### src/rtl/counter_pkg.sv
// Shared types and next-count function for counter_4bit.
// The function is width-agnostic so the RTL and any verification model can share it.
package counter_pkg;

    localparam int DEFAULT_WIDTH = 4;

    typedef enum logic {
        DIR_DOWN = 1'b0,
        DIR_UP   = 1'b1
    } dir_e;

    // Operands are carried in 32 bits and masked down to the active width.
    function automatic logic [31:0] next_count(
        input logic [31:0] cnt,
        input dir_e        up,
        input logic        sat,
        input int unsigned width = DEFAULT_WIDTH
    );
        logic [31:0] max_val;
        logic [31:0] nxt;
        max_val = (width >= 32) ? 32'hFFFF_FFFF : ((32'd1 << width) - 32'd1);
        if (up == DIR_UP) begin
            if (sat && (cnt == max_val)) begin
                nxt = cnt;
            end else begin
                nxt = (cnt + 32'd1) & max_val;
            end
        end else begin
            if (sat && (cnt == 32'd0)) begin
                nxt = cnt;
            end else begin
                nxt = (cnt - 32'd1) & max_val;
            end
        end
        return nxt;
    endfunction

endpackage

### src/rtl/counter_4bit.sv
// Up/down binary counter with enable, synchronous load and registered terminal count.
// Define COUNTER_SATURATE_EN to clamp at all-ones/zero instead of wrapping.
module counter_4bit
    import counter_pkg::*;
#(
    parameter int               WIDTH   = DEFAULT_WIDTH,
    parameter logic [WIDTH-1:0] RST_VAL = '0
) (
    input  logic             iclk,
    input  logic             irst,
    input  logic             ien,
    input  logic             iup,
    input  logic             iload,
    input  logic [WIDTH-1:0] idata,
    output logic [WIDTH-1:0] ocnt,
    output logic             otc
);

`ifdef COUNTER_SATURATE_EN
    localparam logic SAT = 1'b1;
`else
    localparam logic SAT = 1'b0;
`endif

    dir_e             dir;
    logic [WIDTH-1:0] cnt_step;
    logic [WIDTH-1:0] cnt_nxt;
    logic             tc_nxt;

    assign dir = dir_e'(iup);

    always_comb begin
        cnt_step = WIDTH'(next_count(32'(ocnt), dir, SAT, WIDTH));
        cnt_nxt  = ocnt;
        tc_nxt   = otc;
        if (iload) begin
            cnt_nxt = idata;
        end else if (ien) begin
            cnt_nxt = cnt_step;
        end
        // otc only re-evaluates when the count is being updated; a pure hold keeps it.
        if (iload || ien) begin
            tc_nxt = (dir == DIR_UP) ? (cnt_nxt == '1) : (cnt_nxt == '0);
        end
    end

    always_ff @(posedge iclk or negedge irst) begin
        if (!irst) begin
            ocnt <= RST_VAL;
            otc  <= 1'b0;
        end else begin
            ocnt <= cnt_nxt;
            otc  <= tc_nxt;
        end
    end

endmodule

### config.mk
export PLATFORM = sky130hd
export DESIGN_NAME = counter_4bit
export DESIGN_NICKNAME = d
export VERILOG_FILES = /design/src/rtl/counter_pkg.sv /design/src/rtl/counter_4bit.sv
export SDC_FILE = /design/constraint.sdc
export NUM_CORES = 1
export LEC_CHECK = 0
export BUFFER_PORTS_ARGS = -buffer_cell sky130_fd_sc_hd__buf_2
export CAP_MARGIN = 20
export CORE_AREA = 5 5 42 44
export CTS_CLUSTER_DIAMETER = 40
export CTS_CLUSTER_SIZE = 40
export DETAILED_ROUTE_END_ITERATION = 8
export DIE_AREA = 0 0 47 49
export PLACE_DENSITY = 0.54
export SKIP_LAST_GASP = 1
export SLEW_MARGIN = 20
export SYNTH_ARGS = -nofsm -noshare
export SYNTH_HDL_FRONTEND = slang
export SYNTH_SLANG_ARGS = --single-unit
### constraint.sdc
create_clock -name iclk -period 2.2 [get_ports iclk]
set_input_delay 0.55 -clock iclk [delete_from_list [all_inputs] [get_ports iclk]]
set_output_delay 0.55 -clock iclk [all_outputs]
set_load 0.005 [all_outputs]
==> results of run 1 <==
[synth_stat cells, drive strengths merged]
cell type,n
nand3b,1
o2bb2ai,1
xor2,1
o21ai,1
fa,1
a22oi,1
a2111oi,1
a32oi,1
or4b,1
nand3,2
a21oi,3
nor2,1
nor4bb,1
mux2i,2
buf,2
ha,2
nor2b,2
nor3b,2
o41a,1
dfrtp,5
nand2,2
a221o,2
inv,3
xnor2,1
a21o,1
[per-stage QoR]
step	setup WS (ns)	setup TNS [ns]
after floorplan	0.124	0
after global placement	-0.0400	-0.0400
after detailed placement	-0.0596	-0.0596
after CTS	0.200	0
after global routing	0.123	0
final	0.196	0
[metal layers]
metal / wire, um / global-route usage, % / share of wire (%)
met5: 0 / 0 / 0
met4: 29 / 8.29 / 3.2
met3: 30 / 2.58 / 3.3
met2: 463 / 13.8 / 51
met1: 390 / 11.4 / 43
[final timing paths]
| check | startpoint | slack, ns | end |
|---|---|---|---|
| max | iup | 0.20 | otc |
| min | irst | 0.12 | ocnt[2] |
| max reg2reg | ocnt[0] | 0.24 | otc |
| min reg2reg | otc | 0.59 | otc |
| max in group asynchronous | irst | 1.96 | otc |
| min in group iclk | otc | 0.59 | otc |
[worst max-delay path, stage by stage]
cell,delay [ns]
buf_2,0.08
inv_1,0.07
fa_1,0.43
xor2_1,0.16
a221o_1,0.33
o41a_1,0.41
mux2i_1,0.12
[logic make-up (layout without fill, tap and decap cells)]
group	after synthesis	after routing	synth area share, %
xor+xnor	2	2	4.28
fa+ha+maj	3	3	11.0
flops	5	5	30.6
simple gates	12	12	19.9
buf+inv	5	25	6.73
mux	2	2	4.89
compound gates	12	12	22.6
[state kept, by name, summed over array words and instances, names as in the netlist]
name  count
ocnt      4
otc       1
[layout make-up]
| class | count | area (um^2) | share of cell area (%) |
|---|---|---|---|
| clock buffer | 4 | 26.3 | 4.85 |
| multi-input combinational | 31 | 256 | 47.3 |
| timing repair buffer | 18 | 103 | 18.9 |
| tap | 16 | 20.0 | 3.70 |
| inverter | 3 | 11.3 | 2.08 |
| sequential | 5 | 125 | 23.1 |
[power groups by stage]
stage | Sequential [mW] | Clock [mW] | Combinational [mW]
after floorplan | 0.122 | 0 | 0.0746
after global placement | 0.124 | 0 | 0.125
after detailed placement | 0.124 | 0 | 0.125
after CTS | 0.123 | 0.107 | 0.126
after global routing | 0.125 | 0.119 | 0.139
final | 0.122 | 0.102 | 0.125
==> results.json, run 1 <==
{
  "grt_max_degree": 9,
  "power_frac_seq_pct": 35.0,
  "synth_nets": 53,
  "vdd_drop_max_mv": 0.336,
  "place_congestion": 0.716,
  "dpl_cell_area_um2": 515,
  "hpwl_um": 774,
  "tightest_slew_ns": 0.344,
  "track_usage_pct": 9.70,
  "power_switching_uw": 109,
  "rsz0062_at_grt": "no",
  "grt_pass1_wl_um": 1580,
  "first_pass_iters": 4,
  "setup_viol": 0,
  "syn_to_final_growth_pct": 32.4,
  "insertion_delay_ns": 0.24,
  "dp_cells": 73,
  "maxCapViolations": 0,
  "finalCriticalPeriod_ns": 2.00,
  "die-width_um": 47,
  "p_per_area_nw_per_um2": 644,
  "avgSynthCellArea_um2": 9.98,
  "wl_um": 913,
  "crit_required_ns": 2.36,
  "cts_tree": "done",
  "rr_worst_depth": 5,
  "sw_frac_of_total_pct": 31.1,
  "initial_core_util_pct": 29.2,
  "antenna_cells": 0,
  "fp.coreArea_um2": 1400,
  "yosys.area.top_type_share_pct": 30.6,
  "syn-cell-area_um2": 409,
  "yosysTopAreaCell": "dfrtp_1",
  "p_leak_nw": 0.262,
  "p_int_uw": 240,
  "post_cts_resized": 0,
  "vias_per_cell": 4.87,
  "nNetsFinal": 74,
  "cts.sinks": 5,
  "drtIter0Drc": 2,
  "yosysWarnings": 0,
  "critPathLaunchType": "input port",
  "hold_slack_ns": 0.115,
  "antenna_left": 0,
  "drv_slew": 0,
  "grt_pass1_vias": 371,
  "wl_per_cell_um": 11.9,
  "dr_total_vias": 375,
  "post-route-util_pct": 38.7,
  "ys_seq_area_share_pct": 30.6,
  "slew_headroom_pct": 76.5,
  "pwr-share-comb_pct": 35.8,
  "cp-end-kind": "flip-flop",
  "clock_path_buffers": 2,
  "final_common_cell": "buf_2",
  "portBuffers": 13,
  "drive_gt1_share_pct": 36.1,
  "synth_cells": 41,
  "overflow": 0,
  "die_h_um": 49,
  "stdcell_count": 77,
  "postCtsSetupRepairBufs": 0,
  "hp-class": "input port to asynchronous set/reset pin",
  "path_clk_slew_ns": 0.04,
  "hold_viol_final": 0,
  "route.detailed.drc": 0,
  "worstPathArrival_ns": 2.16,
  "cts_hold_buf": 0,
  "crit_type": "input port to flip-flop",
  "dieArea_um2": 2300,
  "final_area_um2": 542,
  "antenna_found_initial": 0,
  "ys_ff_latch": 5,
  "layout_common_cells": "13 x buf_2, 5 x dfrtp_1, 5 x buf_4",
  "row_count": 14,
  "clockPowerShare_pct": 29.2,
  "cts_buffers": 3,
  "synth.area.top_cells": "dfrtp_1 31%, ha_1 6.1%, a221o_1 4.9%",
  "root_buffer": "clkbuf_4",
  "ctsHtreeMaxLevel": 1,
  "fmax_ghz": 0.499,
  "fin_skew_ns": 0.00119,
  "ios": 14,
  "synth_cell_types": 27,
  "crit_path_max_fanout": 3,
  "power.total_uw": 349,
  "fillers": 157,
  "status": "finished, final reports clean",
  "finalCritPeriodShare_pct": 91.1
}
Power figures use the tool's default switching activity.
==> run 2: changes to the inputs <==
CTS_BUF_LIST = sky130_fd_sc_hd__clkbuf_16   (was default)
PLACE_DENSITY = 0.57   (was 0.54)
==> run 2 against run 1 <==
Against the previous run:
- sequential power is essentially flat
- clock power grew to 2.9 times the previous value
- hold slack gained 0.012 ns
- critical path depth is the same
- first-iteration DRC count shrank 100%
- final cell count grew 1.3%
- sequential share of layout area shrank 2.3 points
- highest routed layer unchanged
==> results.json, run 2 (synthesis gave the netlist of run 1 again) <==
{
  "hold_viol_final": 0,
  "rsz0062_at_grt": "no",
  "ios": 14,
  "finalCriticalPeriod_ns": 2.00,
  "stdcell_count": 78,
  "critPathLaunchType": "input port",
  "cts.sinks": 5,
  "track_usage_pct": 10.6,
  "post_cts_resized": 0,
  "antenna_cells": 0,
  "antenna_found_initial": 0,
  "initial_core_util_pct": 29.2,
  "nNetsFinal": 75,
  "ctsHtreeMaxLevel": 1,
  "layout_common_cells": "13 x buf_2, 6 x buf_4, 5 x dfrtp_1",
  "setup_viol": 0,
  "vdd_drop_max_mv": 0.911,
  "cp-end-kind": "flip-flop",
  "die_h_um": 49,
  "crit_required_ns": 2.35,
  "drtIter0Drc": 0,
  "cts_buffers": 3,
  "final_common_cell": "buf_2",
  "reg_top3": "ocnt x4, otc x1",
  "hold_slack_ns": 0.127,
  "drive_gt1_share_pct": 37.1,
  "crit_type": "input port to flip-flop",
  "first_pass_iters": 1,
  "grt_pass1_wl_um": 1650,
  "fp.coreArea_um2": 1400,
  "root_buffer": "clkbuf_16",
  "clock_path_buffers": 2,
  "r2r-start": "ocnt[0]",
  "maxCapViolations": 0,
  "place_congestion": 0.756,
  "dieArea_um2": 2300,
  "fmax_ghz": 0.500,
  "dp_cells": 74,
  "slew_headroom_pct": 75.8,
  "drv_slew": 0,
  "finalCritPeriodShare_pct": 91.0,
  "route.detailed.drc": 0,
  "grt_pass1_vias": 383,
  "reg2reg_slack_ns": 0.26,
  "portBuffers": 13,
  "postCtsSetupRepairBufs": 0,
  "status": "finished, final reports clean",
  "cts_hold_buf": 0,
  "path_clk_slew_ns": 0.03,
  "largest_reg_flops": 4,
  "slowest_stage": "fa_1",
  "syn_to_final_growth_pct": 47.1,
  "wl_per_cell_um": 12.8,
  "p_per_area_nw_per_um2": 896,
  "dr_total_vias": 392,
  "worstPathCellList": "buf_2 > inv_1 > fa_1 > xor2_1 > a221o_1 > o41a_1 > mux2i_1",
  "insertion_delay_ns": 0.23,
  "worstPathArrival_ns": 2.15,
  "wl_um": 996,
  "row_count": 14,
  "cts_tree": "done",
  "hp-class": "input port to asynchronous set/reset pin",
  "top_register": "ocnt",
  "vias_per_cell": 5.03,
  "p_leak_nw": 0.294,
  "tightest_slew_ns": 0.353,
  "crit_path_max_fanout": 4,
  "critPathMaxStageDelay_ns": 0.43,
  "startpoint": "iup",
  "grt_max_degree": 12,
  "die-width_um": 47,
  "antenna_left": 0,
  "fin_skew_ns": 0.000103,
  "overflow": 0,
  "hpwl_um": 784
}
## run 2: changes by cell type in the layout (fill, tap and decap cells not counted), sizes merged
cell,delta
buf,+1
clkbuf,-1
inv,+1
## run 2: layer usage
metal / track usage, % / routed length, um
met5: 0 / 0
met4: 11.1 / 48
met3: 3.32 / 32
met2: 14.7 / 470
met1: 11.7 / 444
## run 2: layout make-up
| cell class | count | area (um^2) |
|---|---|---|
| multi-input cells | 31 | 256 |
| inverters | 3 | 11.3 |
| clock inverters | 1 | 3.75 |
| well taps | 16 | 20.0 |
| flip-flops and latches | 5 | 125 |
| repair buffers | 19 | 110 |
| fillers | 158 | 800 |
| clock buffers | 3 | 75.1 |
## run 2: final timing paths
path | end | depth (start not counted)
hold / removal | ocnt[0] | 1
setup reg to reg | otc | 5
setup / recovery | otc | 7
hold reg to reg | otc | 2
max in group asynchronous | ocnt[2] | 1
min in group iclk | otc | 2
## run 2: critical path, delay by kind of cell
kind | cells | cell delay (ns)
compound gates | 2 | 0.72
fa+ha+maj | 1 | 0.43
buf+inv | 2 | 0.17
xor+xnor | 1 | 0.15
mux | 1 | 0.12
## run 2: report_power, final
group	switching (mW)	leakage, nW	total [mW]	internal [mW]
combinational	0.0576	0.191	0.125	0.0669
sequential	0.0173	0.0610	0.123	0.106
clock	0.0562	0.0423	0.291	0.235
## run 2: metrics by stage
stage	area [um^2]	utilization, %	total power [mW]	TNS (ns)	setup WS, ns
after floorplan	409	-	0.197	0	0.124
after global placement	523	37.3	0.250	-0.0476	-0.0476
after detailed placement	523	37.3	0.250	-0.0457	-0.0457
after CTS	602	42.9	0.548	0	0.185
after global routing	602	42.9	0.575	0	0.112
final	602	42.9	0.539	0	0.198
==> run 3: changes to the inputs <==
BUFFER_PORTS_ARGS = default   (was -buffer_cell sky130_fd_sc_hd__buf_2)
DONT_BUFFER_PORTS = 1   (was default)
PLACE_DENSITY = 0.48   (was 0.57)
SKIP_LAST_GASP = default   (was 1)
==> run 3 against run 2 <==
Against the previous run:
- count of clock-buffer cells in the layout stayed put
- maximum frequency rose by 4.0%
- via count decreased by 15%
- utilization is 6.8 points lower
- hold slack lost 0.10 ns
- die area did not move
- register-to-register slack gained 0.02 ns
- combinational power is 24% lower
- cell area fell by 16%
- largest cell class unchanged
==> results.json, run 3 (synthesis gave the netlist of run 1 again) <==
{
  "r2r-start": "ocnt[1]",
  "route.detailed.drc": 0,
  "startpoint": "ocnt[1]",
  "nNetsFinal": 58,
  "stdcell_count": 61,
  "hold_viol_final": 0,
  "drv_slew": 0,
  "cts_buffers": 3,
  "hpwl_um": 841,
  "cts.sinks": 5,
  "status": "finished, final reports clean",
  "cp-end-kind": "flip-flop",
  "critPathLaunchType": "flip-flop",
  "p_leak_nw": 0.222,
  "cts_hold_buf": 0,
  "post-route-util_pct": 36.2,
  "drive_gt1_share_pct": 13.3,
  "fin_skew_ns": 0.00110,
  "grt_max_degree": 14,
  "final_common_cell": "dfrtp_1",
  "wl_per_cell_um": 16.9,
  "die_h_um": 49,
  "cts_tree": "done",
  "hold_slack_ns": 0.0228,
  "die-width_um": 47,
  "antenna_cells": 0,
  "insertion_delay_ns": 0.22,
  "fp.coreArea_um2": 1400,
  "dr_total_vias": 332,
  "row_count": 14,
  "grt_pass1_vias": 374,
  "rsz0062_at_grt": "no",
  "fillers": 145,
  "p_per_area_nw_per_um2": 1000,
  "crit_type": "flip-flop to flip-flop",
  "ctsHtreeMaxLevel": 1,
  "place_congestion": 0.719,
  "post_cts_resized": 0,
  "grt_pass1_wl_um": 1640,
  "antenna_left": 0,
  "initial_core_util_pct": 29.2,
  "dieArea_um2": 2300,
  "fin_setup_tns_ns": 0,
  "root_buffer": "clkbuf_16",
  "syn_to_final_growth_pct": 23.9,
  "first_pass_iters": 3,
  "vias_per_cell": 5.44,
  "reg_top3": "ocnt x4, otc x1",
  "maxCapViolations": 0,
  "layout_common_cells": "5 x dfrtp_1, 4 x inv_1, 3 x a21oi_1, 3 x clkbuf_16",
  "top_register": "ocnt",
  "setup_viol": 0,
  "clock_path_buffers": 2,
  "path_clk_slew_ns": 0.03,
  "wl_um": 1030,
  "crit_required_ns": 2.34,
  "tightest_slew_ns": 0.414,
  "fmax_ghz": 0.520,
  "finalCritPeriodShare_pct": 87.5,
  "dp_cells": 57,
  "track_usage_pct": 9.91,
  "overflow": 0,
  "hp-class": "input port to asynchronous set/reset pin",
  "ios": 14,
  "worstPathArrival_ns": 2.07,
  "largest_reg_flops": 4,
  "slew_headroom_pct": 71.7,
  "postCtsSetupRepairBufs": 0,
  "portBuffers": 0,
  "drtIter0Drc": 3,
  "antenna_found_initial": 0,
  "vdd_drop_max_mv": 0.709,
  "finalCriticalPeriod_ns": 1.92,
  "crit_path_max_fanout": 4
}
-- run 3: cell types whose count changed in the layout (fill, tap and decap cells not counted), sizes merged --
cell / delta
buf: -17
-- run 3: area by class of cell --
| type | count | area [um^2] | share of cell area, % |
|---|---|---|---|
| sequential | 5 | 125 | 24.7 |
| tap | 16 | 20.0 | 3.95 |
| timing repair buffer | 2 | 15.0 | 2.96 |
| inverter | 3 | 11.3 | 2.22 |
| clock buffer | 3 | 75.1 | 14.8 |
| clock inverter | 1 | 3.75 | 0.741 |
| multi-input combinational | 31 | 256 | 50.6 |
-- run 3: power by group --
| part | total (mW) | leakage [nW] | internal, mW | switching, mW |
|---|---|---|---|---|
| combinational | 0.0952 | 0.118 | 0.0484 | 0.0469 |
| clock | 0.288 | 0.0423 | 0.235 | 0.0535 |
| sequential | 0.125 | 0.0610 | 0.106 | 0.0189 |
| total | 0.509 | 0.222 | 0.389 | 0.119 |
-- run 3: worst paths after layout --
| kind | cells after the start | endpoint | slack, ns |
|---|---|---|---|
| max | 5 | otc | 0.28 |
| min | 0 | otc | 0.02 |
| max reg2reg | 5 | otc | 0.28 |
| min reg2reg | 2 | otc | 0.64 |
| max in group asynchronous | 0 | ocnt[2] | 2.11 |
| min in group iclk | 2 | ocnt[1] | 0.49 |
-- run 3: worst max-delay path: stages, from the launching register on --
cell     delay (ns)
dfrtp_1        0.44
fa_1           0.40
xor2_1         0.15
a221o_1        0.32
o41a_1         0.41
mux2i_1        0.13
-- run 3: metal layers --
| layer | vias up | share of wire [%] | global-route usage, % | wire length [um] |
|---|---|---|---|---|
| met2 | 11 | 47 | 14.5 | 482 |
| met5 | - | 0 | 0 | 0 |
| met1 | 158 | 45 | 11.6 | 459 |
| li1 | 163 | - | - | - |
| met4 | 0 | 0 | 5.99 | 0 |
| met3 | 0 | 8.6 | 4.06 | 89 |
-- run 3: per-stage QoR --
stage                     power (mW)  setup slack, ns  instance area, um^2
final                          0.509            0.276                  507
after global routing           0.535            0.200                  507
after CTS                      0.515            0.261                  507
after detailed placement       0.221           0.0457                  428
after global placement         0.217           0.0810                  428
after floorplan                0.197            0.124                  409
